<file path="config.mk">
export PLATFORM = sky130hd
export DESIGN_NAME = hazard_ctrl_unit
export DESIGN_NICKNAME = d
export VERILOG_FILES = /design/src/rtl/hazard_ctrl_unit_pkg.sv /design/src/rtl/hazard_mem_wait_fsm.sv /design/src/rtl/hazard_ctrl_unit.sv
export SDC_FILE = /design/constraint.sdc
export NUM_CORES = 1
export LEC_CHECK = 0
export ABC_AREA = 0
export BUFFER_PORTS_ARGS = -buffer_cell sky130_fd_sc_hd__buf_2
export CELL_PAD_IN_SITES_DETAIL_PLACEMENT = 2
export CELL_PAD_IN_SITES_GLOBAL_PLACEMENT = 2
export CORE_MARGIN = 2
export CORE_UTILIZATION = 32
export DETAILED_ROUTE_END_ITERATION = 16
export PLACE_DENSITY_LB_ADDON = 0.1
export SLEW_MARGIN = 20
export SYNTH_ARGS = -nofsm -noshare
export SYNTH_HDL_FRONTEND = slang
export SYNTH_HIERARCHICAL = 1
export SYNTH_SLANG_ARGS = --single-unit
</file>
<file path="constraint.sdc">
create_clock -name clk -period 2.1 [get_ports clk]
set_input_delay 0.21 -clock clk [delete_from_list [all_inputs] [get_ports clk]]
set_output_delay 0.21 -clock clk [all_outputs]
set_load 0.01 [all_outputs]
</file>
<file path="src/rtl/hazard_ctrl_unit_pkg.sv">
// Shared pipeline types for the hazard/forwarding producer: shadow entry, NOP, wait-FSM states.
// Latency: n/a (types only).
// Backpressure: n/a.
package hazard_ctrl_unit_pkg;

    localparam int REG_W = 5;

    typedef struct packed {
        logic [REG_W-1:0] rd;
        logic             reg_write;
        logic             mem_read;
        logic             mem_access;
    } shadow_t;

    localparam shadow_t SHADOW_NOP = '0;

    typedef enum logic {
        RUN      = 1'b0,
        MEM_WAIT = 1'b1
    } wait_state_t;

endpackage

</file>
<file path="src/rtl/hazard_mem_wait_fsm.sv">
// Tracks an outstanding MEM-stage data access and raises freeze while memory is not ready.
// Latency: freeze is combinational from state and mem_ready; timeout registers one cycle after the limit.
// Backpressure: freeze holds the whole pipeline; timeout is sticky until reset.
module hazard_mem_wait_fsm
    import hazard_ctrl_unit_pkg::*;
#(
    parameter int MAX_WAIT = 15
) (
    input  logic clk,
    input  logic rst_n,
    input  logic ex_mem_access,
    input  logic mem_ready,
    output logic freeze,
    output logic mem_timeout
);

    localparam int WAIT_W = (MAX_WAIT < 2) ? 1 : $clog2(MAX_WAIT + 1);
    localparam logic [WAIT_W-1:0] WAIT_MAX = WAIT_W'(MAX_WAIT);

    wait_state_t       state_q, state_d;
    logic [WAIT_W-1:0] wait_cnt_q, wait_cnt_d;
    logic              timeout_q, timeout_d;
    logic              mem_enter;

    assign freeze      = (state_q == MEM_WAIT) && !mem_ready;
    // a memory op in EX only moves into MEM when the pipe is not frozen
    assign mem_enter   = ex_mem_access && !freeze;
    assign mem_timeout = timeout_q;

    always_ff @(posedge clk or negedge rst_n) begin
        if (!rst_n) begin
            state_q    <= RUN;
            wait_cnt_q <= '0;
            timeout_q  <= 1'b0;
        end else begin
            state_q    <= state_d;
            wait_cnt_q <= wait_cnt_d;
            timeout_q  <= timeout_d;
        end
    end

    always_comb begin
        state_d    = state_q;
        wait_cnt_d = '0;
        timeout_d  = timeout_q;
        case (state_q)
            RUN: begin
                if (mem_enter) state_d = MEM_WAIT;
            end
            MEM_WAIT: begin
                if (!mem_ready) begin
                    wait_cnt_d = (wait_cnt_q == WAIT_MAX) ? wait_cnt_q : wait_cnt_q + 1'b1;
                    if (wait_cnt_d == WAIT_MAX) timeout_d = 1'b1;
                end else begin
                    // a back-to-back memory op re-arms the wait immediately
                    state_d = mem_enter ? MEM_WAIT : RUN;
                end
            end
            default: state_d = RUN;
        endcase
    end

endmodule

</file>
<file path="src/rtl/hazard_ctrl_unit.sv">
// Shadows EX/MEM/WB dest-reg info for forwarding and drives stall/flush/bubble/freeze controls.
// Latency: controls are combinational from current state and inputs; shadow entries register each edge.
// Backpressure: memory wait freezes the pipe (top priority); load-use stalls IF/ID for one cycle.
module hazard_ctrl_unit
    import hazard_ctrl_unit_pkg::*;
#(
    parameter int MAX_WAIT = 15,
    parameter int CNT_W    = 16
) (
    input  logic             clk,
    input  logic             rst_n,
    input  logic [REG_W-1:0] ID_Rs1,
    input  logic [REG_W-1:0] ID_Rs2,
    input  logic             ID_UseRs1,
    input  logic             ID_UseRs2,
    input  logic [REG_W-1:0] ID_Rd,
    input  logic             ID_RegWrite,
    input  logic             ID_MemRead,
    input  logic             ID_MemAccess,
    input  logic             EX_BranchTaken,
    input  logic             Mem_Ready,
    output logic [REG_W-1:0] MEM_Rd,
    output logic             MEM_RegWrite,
    output logic [REG_W-1:0] WB_Rd,
    output logic             WB_RegWrite,
    output logic             PC_Write,
    output logic             IFID_Write,
    output logic             IFID_Flush,
    output logic             IDEX_Bubble,
    output logic             Pipe_Freeze,
    output logic             Mem_Timeout,
    output logic [CNT_W-1:0] Stall_Count
);

    shadow_t          ex_q, mem_q, wb_q, id_entry;
    logic             freeze;
    logic             load_use;
    logic [CNT_W-1:0] stall_cnt_q;

    hazard_mem_wait_fsm #(.MAX_WAIT(MAX_WAIT)) u_mem_wait (
        .clk           (clk),
        .rst_n         (rst_n),
        .ex_mem_access (ex_q.mem_access),
        .mem_ready     (Mem_Ready),
        .freeze        (freeze),
        .mem_timeout   (Mem_Timeout)
    );

    assign id_entry = '{rd: ID_Rd, reg_write: ID_RegWrite, mem_read: ID_MemRead,
                        mem_access: ID_MemAccess};

    assign load_use = ex_q.mem_read && (ex_q.rd != '0) &&
                      ((ID_UseRs1 && (ID_Rs1 == ex_q.rd)) ||
                       (ID_UseRs2 && (ID_Rs2 == ex_q.rd)));

    always_comb begin
        PC_Write    = 1'b1;
        IFID_Write  = 1'b1;
        IFID_Flush  = 1'b0;
        IDEX_Bubble = 1'b0;
        Pipe_Freeze = 1'b0;
        if (!rst_n) begin
            PC_Write = 1'b1;
        end else if (freeze) begin
            Pipe_Freeze = 1'b1;
            PC_Write    = 1'b0;
            IFID_Write  = 1'b0;
        end else if (EX_BranchTaken) begin
            // the ID instruction is flushed, so any load-use against it is moot
            IFID_Flush  = 1'b1;
            IDEX_Bubble = 1'b1;
        end else if (load_use) begin
            PC_Write    = 1'b0;
            IFID_Write  = 1'b0;
            IDEX_Bubble = 1'b1;
        end
    end

    always_ff @(posedge clk or negedge rst_n) begin
        if (!rst_n) begin
            ex_q  <= SHADOW_NOP;
            mem_q <= SHADOW_NOP;
            wb_q  <= SHADOW_NOP;
        end else if (freeze) begin
            wb_q <= SHADOW_NOP;
        end else begin
            wb_q  <= mem_q;
            mem_q <= ex_q;
            ex_q  <= IDEX_Bubble ? SHADOW_NOP : id_entry;
        end
    end

    always_ff @(posedge clk or negedge rst_n) begin
        if (!rst_n) begin
            stall_cnt_q <= '0;
        end else if (!PC_Write && (stall_cnt_q != '1)) begin
            stall_cnt_q <= stall_cnt_q + 1'b1;
        end
    end

    assign MEM_Rd       = mem_q.rd;
    assign MEM_RegWrite = mem_q.reg_write;
    assign WB_Rd        = wb_q.rd;
    assign WB_RegWrite  = wb_q.reg_write;
    assign Stall_Count  = stall_cnt_q;

endmodule

</file>
# [Word-level counts from Yosys, hierarchy flattened]
# Index checks and enable logic that the tools add are counted.
[word_totals] ff_bits=44 latch_bits=0 ramBits=0 romBits=0 out_inout_bits=34 wordCells=57 n_memories=0
[op_classes] n_addsub=2 mul=0 n_div=0 n_lt_le_gt_ge=0 n_eq_ne=5 shifts=0 n_mux=21 n_bitwise=2 n_reduce_logical=13
[ops] operator="16-bit by 1-bit adder with 16-bit output (second input constant)" n=1
[ops] operator="8-bit two-way mux" n=2
[ops] operator="16-bit inequality test (second input constant)" n=1
[ops] operator="1-bit two-way mux" n=15
[ops] operator="4-bit two-way mux" n=3
[ops] operator="5-bit equality test" n=2
[ops] operator="4-bit equality test (second input constant)" n=2
[ops] operator="1-bit logical AND" n=7
[ops] operator="5-bit nonzero test" n=1
[ops] operator="4-bit by 1-bit adder with 4-bit output (second input constant)" n=1
[ops] operator="1-bit logical NOT" n=3
[ops] operator="3-bit AND reduction" n=1
[ops] operator="1-bit inverter" n=2
[ops] operator="1-bit case mux with 2 select lines" n=1
[ops] operator="1-bit logical OR" n=1

# [Longest topological paths before layout]
# Gate-level depths: netlist of the first run.
[depth] ltp_word=10 ltp_mapped=8 ltp_nobuf=6

# [Modules after synthesis]
# The synthesis of the first run kept the hierarchy.
[modules_own_cells] mod="hazard_ctrl_unit" n_inst=1 cells_each=139 area_per_inst_um2=1654.1
[modules_own_cells] mod="hazard_mem_wait_fsm" n_inst=1 cells_each=28 area_per_inst_um2=314.1

# [Least setup slack after synthesis of the first run]
# OpenSTA, ideal clock, no wires.
[synth_path] path_kind="reg2out" from="reg ex_q[6] (netlist name)" to="out PC_Write" t_arrival_ns=1.794 slack_ns=0.096 stages_incl_launch_ff=8 n_path_buf=2 cell_sequence="dfrtp_1 > xor2_1 > nor4_1 > a32oi_1 > o41ai_4 > buf_4 > inv_1 > buf_4"
[synth_between] elab_chain_cells=8 elab_cells_between_ends=12 cone_classes="eq/ne: 2; mux: 4; reduce/logical: 6"
[synth_lines] element="start: declaration" line_no="hazard_ctrl_unit.sv:35" rtl="shadow_t ex_q, mem_q, wb_q, id_entry;"
[synth_lines] element="start signal: assignment" line_no="hazard_ctrl_unit.sv:89" rtl="ex_q <= IDEX_Bubble ? SHADOW_NOP : id_entry;"
[synth_lines] element="5-bit equality test, on equally long branches" line_no="hazard_ctrl_unit.sv:53, hazard_ctrl_unit.sv:54"
[synth_lines] element="1-bit logical AND, on equally long branches" line_no="hazard_ctrl_unit.sv:53, hazard_ctrl_unit.sv:54"
[synth_lines] element="1-bit logical OR" line_no="hazard_ctrl_unit.sv:53" rtl="((ID_UseRs1 && (ID_Rs1 == ex_q.rd)) ||"
[synth_lines] element="1-bit logical AND *" line_no="hazard_ctrl_unit.sv:52" rtl="assign load_use = ex_q.mem_read && (ex_q.rd != '0) &&"
[synth_lines] element="1-bit two-way mux * (4 in series)"
[synth_lines] element="end: declaration" line_no="hazard_ctrl_unit.sv:26" rtl="output logic PC_Write,"
# Mark *: on every way between the ends. The rest lies on a longest branch, timed or not.

# [Final worst setup path of the first run]
[layout_path] from="reg ex_q[6] (netlist name)" to="out IDEX_Bubble"
[layout_between] elab_chain_cells=8 elab_cells_between_ends=12 cone_classes="eq/ne: 2; mux: 4; reduce/logical: 6"
[layout_lines] element="5-bit equality test, on equally long branches" line_no="hazard_ctrl_unit.sv:53, hazard_ctrl_unit.sv:54"
[layout_lines] element="1-bit logical AND, on equally long branches" line_no="hazard_ctrl_unit.sv:53, hazard_ctrl_unit.sv:54"
[layout_lines] element="1-bit logical OR" line_no="hazard_ctrl_unit.sv:53"
[layout_lines] element="1-bit logical AND *" line_no="hazard_ctrl_unit.sv:52"
[layout_lines] element="1-bit two-way mux *" line_no="hazard_ctrl_unit.sv:72" rtl="end else if (load_use) begin"
[layout_lines] element="1-bit two-way mux *" line_no="hazard_ctrl_unit.sv:68" rtl="end else if (EX_BranchTaken) begin"
[layout_lines] element="1-bit two-way mux *" line_no="hazard_ctrl_unit.sv:64" rtl="end else if (freeze) begin"
[layout_lines] element="1-bit two-way mux *" line_no="hazard_ctrl_unit.sv:62" rtl="if (!rst_n) begin"
[layout_lines] element="end: declaration" line_no="hazard_ctrl_unit.sv:29" rtl="output logic IDEX_Bubble,"
# Marked as above.

==> results of run 1 <==
what timing repair did:
action                     in CTS  in global routing
hold buffers                    1                  0
gates resized for setup        14                 19
pin swaps                       8                 15
cloned                          1                  0
setup buffers                   4                  4
setup endpoints to repair       9                 27
hold endpoints to repair       42                  0
stage by stage:
step / instances / hold slack (ps) / cell area (um^2)
global route: 326 / 118 / 2760
CTS: 322 / 124 / 2630
global placement: 308 / 202 / 2430
detailed placement: 308 / 227 / 2430
finish: 326 / 134 / 2760
floorplan: 167 / -85.6 / 1970
cell families (layout without fill, tap and decap cells):
group | after synthesis | count (layout)
simple gates | 58 | 58
flops | 42 | 42
xor+xnor | 25 | 25
compound gates | 18 | 18
buf+inv | 13 | 97
mux | 9 | 9
fa+ha+maj | 2 | 2
power groups by stage:
stage | combinational, uW | sequential [uW] | clock, uW
2_1_floorplan | 209 | 1070 | 0
3_3_place_gp | 467 | 1030 | 0
3_5_place_dp | 484 | 1040 | 0
4_1_cts | 531 | 1030 | 571
5_1_grt | 624 | 1050 | 602
6_report | 568 | 1030 | 545
worst max-delay path, delay by kind of cell, from the launching register on:
kind	cells	cell delay (ps)
AOI/OAI and AO/OA	2	280
buffers and inverters	2	310
DFF	1	450
and+or+nand+nor	2	660
routing by layer:
layer,track usage (%),vias to the layer above,part of all wire [%]
met2,31.7,37,53
li1,-,759,-
met3,3.15,12,3.6
met1,21.8,838,41
met4,6.50,0,1.6
met5,0,-,0
synthesized netlist by cell type, drive strengths merged:
library cell	instances
a22o	8
nand2b	2
and4	1
o21bai	2
and4bb	2
and3b	1
mux2i	1
dfrtp	42
a21oi	1
nand4	6
a32oi	1
or4	1
a211oi	1
nor3b	2
nor2b	6
o21ai	2
nand3b	2
buf	2
and3	5
a2bb2oi	1
nand4b	3
a31oi	1
ha	2
nor4	2
inv	7
mux2	8
xnor2	17
xor2	8
nor3	1
clkbuf	4
and2	3
o41ai	1
nand3	10
nor2	5
nand2	6
final cells by class:
cell class	count	area (um^2)
multi-input combinational	112	985
timing repair buffer	82	510
tap	75	93.8
clock buffer	7	86.3
inverter	7	28.8
clock inverter	1	5.00
sequential	42	1050
fill	612	3160
worst paths after layout:
path / slack [ps] / end / startpoint / cells after the start
min in group asynchronous: 460 / ex_q[6] / rst_n / 3
hold reg to reg: 480 / u_mem_wait/state_q / ex_q[0] / 1
max in group asynchronous: 1280 / u_mem_wait/wait_cnt_q[3] / rst_n / 3
setup reg to reg: -30 / Stall_Count[1] / ex_q[6] / 8
hold / removal: 130 / ex_q[1] / ID_MemRead / 2
setup / recovery: -110 / IDEX_Bubble / ex_q[6] / 6
cells in the final DEF (no fill, tap or decap), types with 6 or more instances in the layout:
cell,n
xnor2_1,15
inv_1,6
clkbuf_8,6
buf_2,55
nand3_2,6
nand4_1,6
a22o_1,8
nor2b_1,6
dfrtp_1,41
mux2_2,6
buf_4,18
xor2_1,7
buf_6,8
state kept, by name, indices dropped and copies added (netlist names):
| name | flops |
|---|---|
| MEM_Rd | 5 |
| WB_RegWrite | 1 |
| u_mem_wait/mem_timeout | 1 |
| u_mem_wait/state_q | 1 |
| Stall_Count | 16 |
| MEM_RegWrite | 1 |
| WB_Rd | 5 |
| ex_q | 8 |
| u_mem_wait/wait_cnt_q | 4 |
==> metrics.md, run 1 <==
| Metric | Value |
|---|---|
| Synth warn | `6` |
| Internal Power | `1480 uW` |
| Power per Cell Area | `777 nW/um^2` |
| Max Cap Violations | `0` |
| Failing checks | `setup timing` |
| Num CTS Buffers | `5` |
| WL per Instance | `17.9 um` |
| CTS H-tree lvls | `2` |
| Vias in the first global route | `1810` |
| Ratio of cells with drive above 1 in the final layout | `46.6%` |
| Worst Tran Pin Value | `396 ps` |
| Initial Util | `33.2%` |
| Worst slew margin | `73.5%` |
| Crit. End Element | `output port` |
| Grt total ovfl | `0` |
| Initial antenna violation count | `0` |
| Syn_nets | `193` |
| Post-route ant nets | `0` |
| Via count | `1646` |
| Status | `complete, but fails checks` |
| CTS tree | `built` |
| GR Util All Layers | `18.0%` |
| Avg Cell Area, Syn | `11.8 um^2` |
| Arrival @ worst endpoint | `2000 ps` |
| Layout area overhead | `40.3%` |
| Clock Latency Late Sink | `290 ps` |
| First-pass GRT wire length | `9.13 mm` |
| Final critical-path share of the clock period | `105%` |
| Post-synth top area share | `53.4%` |
| Startpoint types | `flop` |
| Nets | `276` |
| Clock Skews | `6.96 ps` |
| Net Sw Frac | `31.0%` |
| GPL Wtd Cong | `0.840` |
| CTS Root Cell | `clkbuf_8` |
| Largest family of logic cells by synthesized area | `simple AND/OR/NAND/NOR gates` |
| Die H | `82.4 um` |
| Post-Synth Simple-Gate Area | `18.0%` |
| Min-delay worst type | `in2reg` |
| Ports | `58` |
| Critical Setup Path Class | `reg2out` |
| Number of DRC markers in iteration 0 | `50` |
| Clock buffer depth | `2` |
| Util after Layout | `46.6%` |
| Leak | `0.00137 uW` |
| CP max stage delay | `490 ps` |
| Clk pwr share | `25.4%` |
| VDD IR-drop max | `0.357 mV` |
| Part of the power in combinational logic | `26.5%` |
| Seq/Total Area, Yosys | `53.4%` |
| Drt pass-1 iters | `3` |
| CTS clk-pin slew, worst paths | `80 ps` |
| PnR worst setup slack | `-107 ps` |
| RSZ-0062 raised after global routing | `yes` |
| Slowest CP cell | `or4_4` |
| Compound-Gate Fraction of Synth Area | `8.26%` |
| Core ar. | `5920 um^2` |
| Clk sinks | `42` |
| Seq cells post-synth | `42` |
| Post-synth top area cell | `dfrtp_1` |
| I/O Buffers | `57` |
| Flop pwr share | `48.1%` |
| Adder-Cell Fraction of Synth Area | `1.27%` |
| CP required | `1890 ps` |
| Die area | `6790 um^2` |
| Synthesized cell area | `1970 um^2` |
| Pwr Total | `2140 uW` |
| Max Clk Rate | `0.453 GHz` |
| Die Wd | `82.4 um` |
| # diodes | `0` |
| Largest fanout on the critical path | `3` |
| P_sw | `665 uW` |
| Min Clock Period, post-route | `2210 ps` |
| Largest net degree at the start of global routing | `30` |
| Vias/cell | `5.05` |
| Synth top area cells | `dfrtp_1, xnor2_1, a22o_1` |
| DRC | `0` |
| CP cell instances | `buf_4 > or4_4 > o21ai_4 > o21bai_1 > nor3b_2 > buf_2` |
| Place WS | `-0.312 ps` |
| Site Rows | `28` |
| Setup TNS | `-356 ps` |
| Count of different cell masters after synthesis | `38` |
| Final WL | `5.84 mm` |
| Dpl hpwl | `4.06 mm` |
| Mux cell area share after synthesis | `5.09%` |
| Final Hold Vio Count | `0` |
| Post-synthesis xor/xnor area fraction | `11.1%` |
| Final Max Slew Viols | `0` |
| Gate Count Post-Synth | `167` |
| # setup viols final | `7` |
Note: power is estimated with default switching activity, not from simulation.
==> inputs of run 2 (changes only) <==
--- a/config.mk
+++ b/config.mk
@@ -10,7 +10,7 @@
 export CELL_PAD_IN_SITES_DETAIL_PLACEMENT = 2
 export CELL_PAD_IN_SITES_GLOBAL_PLACEMENT = 2
 export CORE_MARGIN = 2
-export CORE_UTILIZATION = 32
+export CORE_UTILIZATION = 35
 export DETAILED_ROUTE_END_ITERATION = 16
 export PLACE_DENSITY_LB_ADDON = 0.1
 export SLEW_MARGIN = 20
==> constraint.sdc (replaced) <==
create_clock -name clk -period 2.7 [get_ports clk]
set_input_delay 0.27 -clock clk [delete_from_list [all_inputs] [get_ports clk]]
set_output_delay 0.27 -clock clk [all_outputs]
set_load 0.01 [all_outputs]
==> run 2 against run 1 <==
The flow now finishes without violations. Via count fell by 7.3%. Clock power rose by 10%. Register-to-register slack gained 420 ps. Setup slack gained 330 ps. Flip-flop and latch count stayed put. First-iteration DRC count is 10% lower. Clock-buffer cell count fell by 2. Sequential power decreased by 22%. Sequential share of layout area rose by 4.0 points. Largest power group unchanged. Highest routed layer unchanged.
==> metrics.md, run 2 (synthesis results as in run 1) <==
| Metric | Value |
|---|---|
| Largest fanout on the critical path | `9` |
| CTS H-tree lvls | `2` |
| Global route hottest layer | `met2` |
| CP cell instances | `xor2_1 > nor4_1 > a32oi_1 > o41ai_4 > inv_1 > buf_2` |
| Clock Latency Late Sink | `300 ps` |
| Net Sw Frac | `27.9%` |
| Die Wd | `79.0 um` |
| Nets | `257` |
| Clock buffer depth | `2` |
| FF-to-FF Start | `ex_q[5]` |
| Max Cap Violations | `0` |
| RSZ-0062 raised after global routing | `no` |
| Ports | `58` |
| Max reg flops | `16` |
| Arrival @ worst endpoint | `2210 ps` |
| Vias in the first global route | `1705` |
| Max Clk Rate | `0.403 GHz` |
| # setup viols final | `0` |
| Num CTS Buffers | `5` |
| Initial antenna violation count | `0` |
| Min-Delay Endpoint | `ex_q[4]` |
| VDD IR-drop max | `0.368 mV` |
| First-pass GRT wire length | `8.54 mm` |
| CTS Root Cell | `clkbuf_8` |
| P_sw | `485 uW` |
| GR Util met1 | `21.8%` |
| Min-delay worst type | `in2reg` |
| Min Clock Period, post-route | `2480 ps` |
| Worst Tran Pin Value | `550 ps` |
| Place WS | `391 ps` |
| Worst slew margin | `63.2%` |
| Die H | `79.0 um` |
| Power per Cell Area | `696 nW/um^2` |
| Initial Util | `36.0%` |
| Grt total ovfl | `0` |
| Most frequent cells in the layout | `buf_2, dfrtp_1, xnor2_1` |
| GR Util met3 | `3.86%` |
| Die area | `6240 um^2` |
| Clock Skews | `9.44 ps` |
| FF-to-FF setup slack | `390 ps` |
| Leak | `0.00125 uW` |
| Non-Filler Instances | `304` |
| Drt pass-1 iters | `3` |
| Slowest CP cell | `o41ai_4` |
| Dpl cells | `295` |
| # diodes | `0` |
| GR Util All Layers | `17.6%` |
| CP max stage delay | `490 ps` |
| Part of the power in combinational logic | `19.6%` |
| Flop pwr share | `46.0%` |
| WL per Instance | `16.5 um` |
| CTS tree | `built` |
| Final WL | `5.00 mm` |
| I/O Buffers | `57` |
| Startpoint types | `flop` |
| Vias/cell | `5.02` |
| GPL Wtd Cong | `0.889` |
| Min-delay src | `ID_Rd[1]` |
| CTS resizes | `0` |
| FF-to-FF path depth | `7` |
| PnR worst setup slack | `221 ps` |
| Ratio of cells with drive above 1 in the final layout | `34.1%` |
| Via count | `1526` |
| CP required | `2430 ps` |
| GR Util met2 | `31.1%` |
| Final Hold Vio Count | `0` |
| Status | `complete, no violations` |
| Clk pwr share | `34.5%` |
| Core ar. | `5470 um^2` |
| Setup TNS | `0 ps` |
| Dpl hpwl | `3.80 mm` |
| Reg2Reg Capture Point | `Stall_Count[9]` |
| Site Rows | `27` |
| Critical Setup Path Class | `reg2out` |
| Final Max Slew Viols | `0` |
| Layout area overhead | `27.0%` |
| Largest net degree at the start of global routing | `29` |
| CTS clk-pin slew, worst paths | `90 ps` |
| DRC | `0` |
| Clk sinks | `42` |
| Crit. End Element | `output port` |
| Most common cell after layout, fill and taps aside | `buf_2` |
| Internal Power | `1260 uW` |
| Final critical-path share of the clock period | `91.8%` |
| Hold Path Stages | `2` |
| Number of DRC markers in iteration 0 | `45` |
| Post-route ant nets | `0` |
## run 2: cell types whose count changed in the layout (fill, tap and decap cells not counted), moves of 2 or more
| cell | previous run | this run |
|---|---|---|
| buf_4 | 18 | 5 |
| buf_6 | 8 | 0 |
| nand3_1 | 3 | 10 |
| nand3_2 | 6 | 0 |
| buf_2 | 55 | 57 |
| bufinv_16 | 0 | 2 |
| nor4_1 | 0 | 2 |
| nor4_2 | 2 | 0 |
| xnor2_1 | 15 | 17 |
| xnor2_2 | 2 | 0 |
## run 2: metrics by stage
stage | util [%] | total power [uW] | hold slack [ps] | cell area, um^2
floorplan | - | 996 | -25.6 | 1970
global placement | 43.0 | 1140 | 265 | 2350
detailed placement | 43.0 | 1160 | 282 | 2350
CTS | 45.7 | 1770 | 190 | 2500
global route | 45.7 | 1840 | 178 | 2500
finish | 45.7 | 1740 | 193 | 2500
## run 2: what timing repair did
action / CTS / global route
setup endpoints to repair: 0 / 0
setup buffers: 0 / 0
hold buffers: 1 / 0
endpoints found under the hold margin: 16 / 0
## run 2: worst max-delay path by stage
stage | from | to | cells past startpoint
floorplan | ex_q[6] | PC_Write | 7
global placement | ex_q[5] | Stall_Count[12] | 6
detailed placement | ex_q[5] | Stall_Count[9] | 7
CTS | ex_q[5] | IFID_Write | 6
global route | ex_q[5] | PC_Write | 6
finish | ex_q[5] | PC_Write | 6
## run 2: power groups by stage
stage / Combinational, uW / Sequential (uW) / Clock, uW
final: 340 / 800 / 600
after CTS: 349 / 803 / 617
after detailed placement: 347 / 815 / 0
after global placement: 333 / 806 / 0
after floorplan: 163 / 833 / 0
after global routing: 377 / 817 / 646
## run 2: area by class of cell
class	instances	area, um^2
Clock inverter	3	68.8
Tap cell	72	90.1
Sequential cell	42	1050
Timing Repair Buffer	63	333
Multi-Input combinational cell	112	861
Inverter	7	26.3
Clock buffer	5	68.8
Fill cell	593	2970
## run 2: critical path, delay by kind of cell, from the launching register on
kind / cells / cell delay, ps
buffers and inverters: 2 / 270
AOI/OAI and AO/OA: 2 / 700
xor gates and xnor gates: 1 / 190
DFF: 1 / 450
and+or+nand+nor: 1 / 290
## run 2: routing by layer
| layer | part of all wire [%] | up-vias |
|---|---|---|
| met3 | 4.0 | 6 |
| li1 | - | 715 |
| met2 | 52 | 35 |
| met5 | 0 | - |
| met1 | 43 | 770 |
| met4 | 1.0 | 0 |
==> inputs of run 3 (changes only) <==
--- a/config.mk
+++ b/config.mk
@@ -9,6 +9,7 @@
 export BUFFER_PORTS_ARGS = -buffer_cell sky130_fd_sc_hd__buf_2
 export CELL_PAD_IN_SITES_DETAIL_PLACEMENT = 2
 export CELL_PAD_IN_SITES_GLOBAL_PLACEMENT = 2
+export CORE_ASPECT_RATIO = 1.4
 export CORE_MARGIN = 2
 export CORE_UTILIZATION = 35
 export DETAILED_ROUTE_END_ITERATION = 16
==> run 3 against run 2 <==
Critical path depth grew 1. Clock skew shrank 2.6 ps. First-iteration DRC count grew 27%. Sequential power grew 0.7%. Register-to-register slack gained 120 ps. Non-clock buffer count shrank 2. Clock-buffer cell count grew 2. Fmax grew 3.1%. Clock power shrank 30%. Global-route usage grew 0.95 points. Highest routed layer unchanged.
==> metrics.md, run 3 (synthesis results as in run 1) <==
| Metric | Value |
|---|---|
| Status | `complete, no violations` |
| Min-delay worst type | `in2async` |
| P_sw | `476 uW` |
| CTS Root Cell | `clkbuf_8` |
| Part of the power in combinational logic | `21.7%` |
| DRC | `0` |
| Net Sw Frac | `30.4%` |
| First-pass GRT wire length | `8.76 mm` |
| Grt total ovfl | `0` |
| Drt pass-1 iters | `3` |
| Max Clk Rate | `0.416 GHz` |
| WL met3 | `177 um` |
| Via count | `1529` |
| Worst Tran Pin Value | `548 ps` |
| Power per Cell Area | `645 nW/um^2` |
| Final WL | `5.25 mm` |
| Num CTS Buffers | `5` |
| Final critical-path share of the clock period | `89.0%` |
| Clk sinks | `42` |
| CTS resizes | `0` |
| Flop pwr share | `51.4%` |
| Initial antenna violation count | `0` |
| Critical Setup Path Class | `reg2out` |
| Area taken by multi-input logic gates | `861 um^2` |
| VDD IR-drop max | `0.285 mV` |
| Initial Util | `35.9%` |
| Arrival @ worst endpoint | `2130 ps` |
| CP cell instances | `xor2_1 > nor4_1 > a32oi_1 > o41ai_4 > buf_4 > inv_1 > buf_2` |
| CP Buf/Inv Count | `3` |
| Most common cell after layout, fill and taps aside | `buf_2` |
| Dpl cells | `290` |
| Max Cap Violations | `0` |
| Die H | `92.7 um` |
| CTS tree | `built` |
| Crit. End Element | `output port` |
| Non-Filler Instances | `298` |
| Dpl hpwl | `4.09 mm` |
| Final Max Slew Viols | `0` |
| Core ar. | `5490 um^2` |
| Number of DRC markers in iteration 0 | `57` |
| Largest fanout on the critical path | `16` |
| Startpoint types | `flop` |
| Clock Skews | `6.85 ps` |
| I/O Buffers | `57` |
| Layout area overhead | `23.5%` |
| Vias in the first global route | `1736` |
| Min Clock Period, post-route | `2400 ps` |
| Vias/cell | `5.13` |
| # setup viols final | `0` |
| GR Util All Layers | `18.5%` |
| Worst slew margin | `63.5%` |
| Site Rows | `32` |
| GPL Wtd Cong | `0.805` |
| Fill cells | `577` |
| Clock Latency Late Sink | `290 ps` |
| Post-route ant nets | `0` |
| WL per Instance | `17.6 um` |
| Post-CTS Hold Fix Bufs | `0` |
| CTS H-tree lvls | `2` |
| Clk pwr share | `26.8%` |
| Final Hold Vio Count | `0` |
| Internal Power | `1090 uW` |
| Kind of cell adding the most delay to the critical path | `buffers and inverters` |
| RSZ-0062 raised after global routing | `no` |
| Top Layer Used | `met4` |
| Largest net degree at the start of global routing | `44` |
| Ports | `58` |
| CP required | `2430 ps` |
| Nets | `255` |
| Register Area | `1050 um^2` |
| Setup TNS | `0 ps` |
| Slowest CP cell | `dfrtp_1` |
| Max reg flops | `16` |
| Setup bufs post-CTS | `0` |
| Met2 WL | `3.02 mm` |
| # diodes | `0` |
| CP max stage delay | `450 ps` |
| CTS clk-pin slew, worst paths | `80 ps` |
| Wl on met1 | `2.01 mm` |
| Leak | `0.00122 uW` |
| Die Wd | `67.4 um` |
| Clock buffer depth | `2` |
| Ratio of cells with drive above 1 in the final layout | `33.5%` |
| Die area | `6250 um^2` |
| Most frequent cells in the layout | `buf_2, dfrtp_1, xnor2_1` |
[run 3: cell types whose count changed in the layout (fill, tap and decap cells not counted), sizes merged]
cell	change
clkbuf	+2
buf	-1
dlygate4sd3	-1
bufinv	-2
[run 3: final cells by class]
class	count	share of cell area, %
multi-input combinational	112	35.4
clock inverter	1	0.206
clock buffer	7	3.55
tap	68	3.50
sequential	42	43.3
inverter	7	1.08
timing repair buffer	61	13.0
[run 3: final timing paths]
check                                       startpoint  cells after the start                     end  slack [ps]
worst max-delay path                           ex_q[6]                      7                PC_Write         300
worst min-delay path                             rst_n                      2          Stall_Count[7]         110
worst max register to register                 ex_q[6]                      7          Stall_Count[1]         510
worst min register to register  u_mem_wait/mem_timeout                      1  u_mem_wait/mem_timeout         480
max in group asynchronous                        rst_n                      2               MEM_Rd[1]        2210
min in group clk                              ID_Rd[0]                      2                 ex_q[3]         200
[run 3: power groups by stage]
stage          registers (uW)  clock network [uW]  logic [uW]
6_report                  806                 420         340
5_1_grt                   824                 462         380
4_1_cts                   806                 438         351
3_5_place_dp              819                   0         349
3_3_place_gp              807                   0         333
2_1_floorplan             833                   0         163
[run 3: per-layer routing]
| metal | up-vias | global-route usage (%) |
|---|---|---|
| li1 | 709 | - |
| met1 | 783 | 20.3 |
| met2 | 32 | 35.4 |
| met3 | 5 | 3.77 |
| met4 | 0 | 3.57 |
| met5 | - | 0 |
[run 3: worst register-to-register path, cell delays in order (launching register included)]
cell and delay (ps):
dfrtp_1 450, xor2_1 190, nor4_1 290, a32oi_1 210
o41ai_4 230, buf_4 260, nand2_1 130, mux2_1 320
[run 3: stage by stage]
step                      hold WS [ps]  setup slack [ps]  util, %  power (uW)  area [um^2]
after floorplan                  -25.6               636        -         996         1970
after global placement             436               618     42.6        1140         2340
after detailed placement           459               506     42.6        1170         2340
after CTS                          137               272     44.3        1590         2430
after global routing               157               186     44.3        1670         2430
final                              115               297     44.3        1570         2430
